File: config.mk
export PLATFORM = sky130hd
export DESIGN_NAME = mux_4x1
export DESIGN_NICKNAME = d
export VERILOG_FILES = /design/src/rtl/mux_4x1.sv
export SDC_FILE = /design/constraint.sdc
export NUM_CORES = 1
export LEC_CHECK = 0
export CAP_MARGIN = 10
export CORE_AREA = 10 10 47 49
export DETAILED_ROUTE_END_ITERATION = 8
export DIE_AREA = 0 0 57 59
export DONT_BUFFER_PORTS = 1
export SLEW_MARGIN = 20
export SYNTH_ARGS = -nofsm -noshare
export SYNTH_HDL_FRONTEND = slang
export SYNTH_SLANG_ARGS = --single-unit
export TNS_END_PERCENT = 50
File: constraint.sdc
create_clock -name clk -period 1.2 [get_ports clk]
set_input_delay 0.18 -clock clk [delete_from_list [all_inputs] [get_ports clk]]
set_output_delay 0.18 -clock clk [all_outputs]
set_load 0.01 [all_outputs]
File: src/rtl/mux_4x1.sv
// mux_4x1: 4-to-1 multiplexer with a one-hot select decode
// and an enable-gated registered copy of the result and select.
module mux_4x1 #(
   parameter int WIDTH = 1
) (
   input  logic             clk,
   input  logic             rst_n,
   input  logic [1:0]       S,
   input  logic [WIDTH-1:0] D0,
   input  logic [WIDTH-1:0] D1,
   input  logic [WIDTH-1:0] D2,
   input  logic [WIDTH-1:0] D3,
   input  logic             en,
   output logic [WIDTH-1:0] Y,
   output logic [WIDTH-1:0] Y_q,
   output logic [1:0]       S_q,
   output logic [3:0]       sel_onehot
);

   logic [WIDTH-1:0] cap_y_q;
   logic [WIDTH-1:0] cap_y_d;
   logic [1:0]       cap_s_q;
   logic [1:0]       cap_s_d;

   // An unknown select falls through to default and forces zeros.
   always_comb begin
      Y          = '0;
      sel_onehot = 4'b0000;
      case (S)
         2'b00: begin
            Y          = D0;
            sel_onehot = 4'b0001;
         end
         2'b01: begin
            Y          = D1;
            sel_onehot = 4'b0010;
         end
         2'b10: begin
            Y          = D2;
            sel_onehot = 4'b0100;
         end
         2'b11: begin
            Y          = D3;
            sel_onehot = 4'b1000;
         end
         default: begin
            Y          = '0;
            sel_onehot = 4'b0000;
         end
      endcase
   end

   always_comb begin
      cap_y_d = cap_y_q;
      cap_s_d = cap_s_q;
      if (en) begin
         cap_y_d = Y;
         cap_s_d = S;
      end
   end

   always_ff @(posedge clk or negedge rst_n) begin
      if (!rst_n) begin
         cap_y_q <= '0;
         cap_s_q <= 2'b00;
      end else begin
         cap_y_q <= cap_y_d;
         cap_s_q <= cap_s_d;
      end
   end

   assign Y_q = cap_y_q;
   assign S_q = cap_s_q;

endmodule

# After elaboration in Yosys (flattened, before gate mapping)
# Index checks and enable logic that the tools add are counted.
[totals] reg_bits=3 latchBits=0 ramBits=0 rom_bits=0 n_memories=0
[classes] addsub=0 multipliers=0 n_div=0 order_cmp=0 eq_ne=3 n_shift=0 muxes=2 bitwise=0 reduce_logical=1
[ops] cell="case mux 4 bit (4 select lines)" count=1
[ops] cell="equality test 2 bit, second input constant" count=2
[ops] cell="case mux 1 bit (4 select lines)" count=1
[ops] cell="equality test 2 x 1 -> 1 bit, second input constant" count=1
[ops] cell="zero test 2 bit" count=1

# Depth between registers and ports, before layout
# Gate-level depths: netlist of run 1.
[logic_depth] ltp_word=2 mapped_depth=3 ltp_nobuf=2

# Least setup slack after synthesis of run 1
# No wires, ideal clock.
[synth_timing] path_type="input port to output port" startpoint="input S[0]" endpoint="output Y" arrival_time_ns=0.640 required_ns=1.020 setup_slack_ns=0.380 path_stages=3 path_buffers=1 path_cell_list="buf_6 mux2i_1 mux2i_1"
[synth_between] elab_chain_cells=2
[synth_rtl] element="from (decl)" line_no="8" text="input logic [1:0] S,"
[synth_rtl] element="equality test 2 bit, or another cell as far along" line_no="29" text="case (S)"
[synth_rtl] element="case mux 1 bit (4 select lines) (*)" line_no="29"
[synth_rtl] element="to (decl)" line_no="14" text="output logic [WIDTH-1:0] Y,"
# Mark *: on every way between the ends. The rest lies on a longest branch, timed or not.

# Worst setup path in the final report of run 1
[layout_timing] startpoint="register cap_s_q[1] (netlist: S_q[1])" endpoint="output S_q[1]"
[layout_lines] element="from (decl)" line_no="22" text="logic [1:0] cap_s_q;"
[layout_lines] element="from (signal assigned)" line_no="68" text="cap_s_q <= cap_s_d;"
[layout_lines] element="to (decl)" line_no="16" text="output logic [1:0] S_q,"
# No word-level cell between the ends.

==> results of run 1 <==
==> metrics by stage <==
stage	cells	hold WS [ns]	total power [mW]	setup WS [ns]	cell area, µm²
CTS	38	0.0637	0.355	0.356	230
global route	38	0.0656	0.365	0.350	230
global placement	33	-0.115	0.163	0.411	194
floorplan	18	-0.116	0.160	0.380	185
detailed placement	33	-0.115	0.164	0.398	194
finish	38	0.0679	0.339	0.378	230
==> state kept, by name, indices dropped and copies added (netlist names) <==
name and count:
Y_q 1, S_q 2
==> report_power, final <==
part           leakage [nW]  internal (mW)  switching, mW
logic                0.0495         0.0194         0.0197
registers            0.0361          0.112         0.0130
clock network        0.0150          0.124         0.0503
==> cells in the final DEF, fill, tap and decap left out <==
| cell type | netlist | routed |
|---|---|---|
| clkbuf_4 | 0 | 3 |
| o21ai_0 | 1 | 1 |
| inv_1 | 1 | 1 |
| nand2_1 | 1 | 1 |
| and2_2 | 1 | 1 |
| mux2_2 | 1 | 1 |
| nor2b_1 | 2 | 2 |
| nand2b_1 | 2 | 2 |
| mux2i_1 | 3 | 3 |
| o221ai_1 | 1 | 1 |
| dfrtp_1 | 3 | 3 |
| clkbuf_1 | 0 | 1 |
| dlygate4sd3_1 | 0 | 1 |
| nor2_1 | 1 | 1 |
==> layer usage <==
metal	wire (µm)	track usage [%]	part of all wire (%)
met2	288	4.50	50
met5	0	0	0
met1	176	2.63	30
met3	107	2.79	19
met4	5	5.03	0.87
==> final cells by class <==
class / count / area [µm²] / share of cell area (%)
Timing Repair Buffer: 1 / 10.0 / 4.35
Multi-Input combinational cell: 13 / 95.1 / 41.3
Sequential cell: 3 / 75.1 / 32.6
Inverter: 1 / 3.75 / 1.63
Clock buffer: 4 / 26.3 / 11.4
Tap cell: 16 / 20.0 / 8.70
==> cells by family after synthesis <==
group                  Yosys count
AND/OR/NAND/NOR                  7
multiplexers                     4
flip-flops                       3
AO/OA/AOI/OAI                    2
buffers and inverters            2
==> cell usage after synthesis <==
master	n
mux2i_1	3
nor2b_1	2
o21ai_0	1
nand2_1	1
o221ai_1	1
and2_2	1
dfrtp_1	3
buf_6	1
inv_1	1
mux2_2	1
nor2_1	1
nand2b_1	2
==> final timing paths <==
check,start,to,slack (ns)
setup / recovery,S_q[1],S_q[1],0.38
hold / removal,en,S_q[1],0.07
setup reg to reg,S_q[0],S_q[0],0.40
hold reg to reg,S_q[0],S_q[0],0.59
max in group asynchronous,rst_n,Y_q,0.85
min in group asynchronous,rst_n,S_q[1],0.20
==> timing repair <==
item	in CTS	in global routing
resized for setup	0	0
hold buffers	1	0
hold endpoints to repair	3	0
==> impl_results.md, run 1 <==
* Outcome: finished clean
* Global-route wire length before repair at 759 µm
* Finished Core Util at 16.4%
* Unique masters post-synth at 12
* Seq/Total Area, Yosys at 40.5%
* MaxCap Viol Count at 0
* Die Ht at 59 µm
* Final hold violations at 0
* CP Launch Type: register
* Fin crit period at 0.822 ns
* CP Capture Type: primary output
* Finish-stage setup viols at 0
* Synth Area in XOR/XNOR at 0%
* Count of pins over their slew limit at 0
* Remaining antenna violation count at 0
* Worst VDD drop at 0.280 mV
* Post-synthesis area per instance at 10.3 µm²
* Post-Synth Simple-Gate Area at 21.6%
* Detailed Routing Iterations Pass 1 at 1
* Mux share of post-synthesis cell area at 22.3%
* Chip width at 57 µm
* WL/cell at 15.2 µm
* Detailed-route via count at 146
* Crit share post-route at 68.5%
* Gr ovfl total at 0
* Syn Inst Count at 18
* Vias per cell at 3.84
* Worst slew margin at 78.8%
* RSZ-0062 raised after global routing: false
* RePlAce Congestion at 0.654
* Syn nets at 27
* Synth Area in Compound Gates at 7.43%
* Post-CTS setup buffers at 0
* First DRT Iteration DRCs at 0
* Sink Count at 3
* Bufs on Longest Clock Path at 2
* CTS H-Tree Depth at 1
* Largest family of logic cells by synthesized area: multiplexers
* Leak at 0.101 nW
* Hold path cells at 1
* Vias in the first global route at 150
* Critical Path RT at 1.02 ns
* Proportion of netlist area held by the largest area contributor at 40.5%
* Synthesized area at 185 µm²
* Area Overhead vs Synth at 24.3%
* Worst Hold Class: input port to register
* CTS root buf: clkbuf_4
* Synth area leader: dfrtp_1
* Final WL at 578 µm
* Num ports at 17
* Setup Skew at 0 ns
* Final #Nets at 32
* Crit path max fanout at 2
* Setup tns final at 0 ns
* Pin count of the biggest net entering global routing at 8
* Starting density of the core at 13.2%
* Synth Register Bits at 3
* DP Wirelength at 499 µm
* Pwr Density at 1470 nW/µm²
* Layout cells sized above 1 at 22.7%
* Most area-consuming cells after synthesis: dfrtp_1 (41%), mux2i_1 (16%), nand2b_1 (6.8%)
* # diodes at 0
* PortBufs at 0
* CTS Buf Count at 3
* Initial antenna violation count at 0
* FP Rows at 14
* Core Region at 1400 µm²
* CTS tree: built
* Residual DRC at 0
* Die area at 3360 µm²
* # fillers at 161
* Max frequency at 1.22 GHz
* Clk slew on worst S/H paths at 0.04 ns
* WS Path Type: register to primary output
* Number of cells on the critical path at 0
* Synth Area in Adders at 0%
* Worst EP arrival at 0.64 ns
* GRT Resource Usage Total at 3.42%
* R2R depth at 1
* Synth Warn # at 0
* Clk_lat worst skew at 0.23 ns
* Worst-Margin Slew at 0.309 ns
Power figures use the tool's default switching activity.
==> inputs of run 2 (changes only) <==
==> constraint.sdc (replaced) <==
create_clock -name clk -period 0.8 [get_ports clk]
set_input_delay 0.12 -clock clk [delete_from_list [all_inputs] [get_ports clk]]
set_output_delay 0.12 -clock clk [all_outputs]
set_load 0.01 [all_outputs]
==> run 2 against run 1 <==
The run now ends with setup timing left; clock skew stayed put; worst hold slack got worse by 0.051 ns; count of clock-buffer cells in the layout unchanged; wire length is 6.2% lower; core utilization rose by 2.4 points; global-route usage about the same; non-clock buffer count grew 3; critical endpoint is now Y_q.
==> impl_results.md, run 2 (same netlist as run 1, synthesis figures left out) <==
* Setup Skew at 0 ns (unchanged)
* Worst EP arrival at 0.74 ns (+0.10 ns)
* Setup tns final at -0.144 ns (-0.144 ns)
* Number of flip-flops in the largest register at 2 (unchanged)
* Starting density of the core at 13.2% (unchanged)
* Switch Pwr at 126 µW (+52%)
* CP top delay family: flip-flops
* Clk slew on worst S/H paths at 0.04 ns (about the same)
* Flop pwr share at 33.3% (-3.7 points)
* # diodes at 0 (unchanged)
* Worst slew margin at 79.7% (+0.88 points)
* RePlAce Congestion at 0.666 (+1.9%)
* Residual DRC at 0 (unchanged)
* Sink Count at 3 (unchanged)
* Crit path max fanout at 2 (unchanged)
* Die Ht at 59 µm (unchanged)
* CTS H-Tree Depth at 1 (unchanged)
* Vias in the first global route at 167 (+11%)
* CP Capture Type: primary output
* Vias per cell at 3.76 (-2.2%)
* Failing checks: setup timing
* Max frequency at 1.17 GHz
* Worst Hold Class: input port to register
* Chip width at 57 µm (unchanged)
* GRT Resource Usage Total at 3.47% (+0.046 points)
* Global-route wire length before repair at 862 µm (+14%)
* CTS root buf: clkbuf_4
* DR top layer: met3
* Fin crit period at 0.857 ns
* Core Region at 1400 µm² (unchanged)
* Outcome: finished, violations left
* CP peak stage delay at 0.38 ns
* FP Rows at 14 (unchanged)
* Post-CTS setup buffers at 0 (unchanged)
* Num ports at 17 (unchanged)
* CP Launch Type: register
* DP Wirelength at 474 µm (-5.0%)
* DR WL met2 at 248 µm (-14%)
* Worst-Margin Slew at 0.296 ns (-0.0129 ns)
* Gr ovfl total at 0 (unchanged)
* Bufs on Longest Clock Path at 2 (unchanged)
* CP Cell Sequence: buf_6
* Most frequent cells in the layout: dfrtp_1 (3), mux2i_1 (3), clkbuf_4 (3), buf_6 (3)
* Leak at 0.119 nW (+18%)
* Initial antenna violation count at 0 (unchanged)
* Remaining antenna violation count at 0 (unchanged)
* First DRT Iteration DRCs at 9 (+9)
* Switching Share at 23.4% (-1.1 points)
* Crit share post-route at 107%
* Logic pwr share at 18.9% (+7.4 points)
* Clk_lat worst skew at 0.23 ns (about the same)
* Pin count of the biggest net entering global routing at 8 (unchanged)
* Metal3 WL at 116 µm (+8.4%)
* Final WL at 542 µm (-6.2%)
* Count of pins over their slew limit at 0 (unchanged)
* Detailed Routing Iterations Pass 1 at 2 (+1)
* Number of cells on the critical path at 1 (+1)
* Area Overhead vs Synth at 42.6%
* Worst VDD drop at 0.809 mV (+190%)
* Critical Path RT at 0.68 ns (-0.34 ns)
* MaxCap Viol Count at 0 (unchanged)
* CP bufs+invs at 1
* Finished Core Util at 18.8% (+2.4 points)
* R2R depth at 1 (unchanged)
* CTS Buf Count at 3 (unchanged)
* RSZ-0062 raised after global routing: true
* CTS tree: built
* CP max stage cell: dfrtp_1
* Final #Nets at 35 (+9.4%)
* Internal power at 413 µW (+61%)
* Layout cells sized above 1 at 32.0% (+9.3 points)
* Pwr Density at 2040 nW/µm² (+38%)
* WS Path Type: register to primary output
* Detailed-route via count at 154 (+5.5%)
* Hold path cells at 1 (unchanged)
* Crit path setup slack, layout at -0.0565 ns (-0.434 ns)
* Die area at 3360 µm² (unchanged)
* Metal1 wirelength at 178 µm (+1.1%)
* Final hold violations at 0 (unchanged)
* Finish-stage setup viols at 3 (+3)
* WL/cell at 13.2 µm (-13%)
* PortBufs at 0 (unchanged)
* Clock power share at 47.8% (-3.7 points)
-- run 2: changes by cell type in the layout (fill, tap and decap cells not counted) --
| cell | previous run | this run |
|---|---|---|
| buf_6 | 0 | 3 |
-- run 2: area by class of cell --
class                      count  area (µm²)
clock buffer                   4        26.3
fill                         167        1140
inverter                       1        3.75
multi-input combinational     13        95.1
sequential                     3        75.1
tap                           16        20.0
timing repair buffer           4        43.8
-- run 2: power groups by stage --
stage | logic [mW] | registers (mW) | clock network (mW)
2_1_floorplan | 0.0545 | 0.186 | 0
4_1_cts | 0.106 | 0.180 | 0.273
3_3_place_gp | 0.0897 | 0.178 | 0
6_report | 0.102 | 0.179 | 0.257
5_1_grt | 0.111 | 0.182 | 0.307
3_5_place_dp | 0.0899 | 0.179 | 0
-- run 2: metal layers --
| metal | GRT usage, % | vias up |
|---|---|---|
| li1 | - | 75 |
| met1 | 3.23 | 68 |
| met2 | 4.65 | 11 |
| met3 | 4.29 | 0 |
| met4 | 1.01 | 0 |
| met5 | 0 | - |
-- run 2: path summary, 6_finish.rpt --
path	slack [ns]	endpoint	start
min in group asynchronous	0.14	Y_q	rst_n
worst max-delay path	-0.06	Y_q	Y_q
worst min-delay path	0.02	S_q[1]	en
max in group asynchronous	0.52	S_q[1]	rst_n
worst max register to register	0.05	S_q[0]	S_q[0]
worst min register to register	0.52	S_q[0]	S_q[0]
-- run 2: stage by stage --
step / setup WS (ns) / cells / power [mW] / hold slack, ns / area, µm²
floorplan: 0.0307 / 18 / 0.241 / -0.176 / 185
global placement: 0.0745 / 36 / 0.268 / -0.175 / 216
detailed placement: 0.0679 / 36 / 0.268 / -0.175 / 216
CTS: -0.0721 / 41 / 0.559 / 0.0123 / 264
global route: -0.0916 / 41 / 0.600 / 0.0164 / 264
finish: -0.0565 / 41 / 0.539 / 0.0170 / 264
-- run 2: repair_timing --
action | 4_1_cts | 5_1_grt
hold endpoints to repair | 3 | 0
resized for setup | 3 | 0
pin swaps | 0 | 0
hold buffers | 1 | 0
endpoints found under the setup margin | 3 | 3
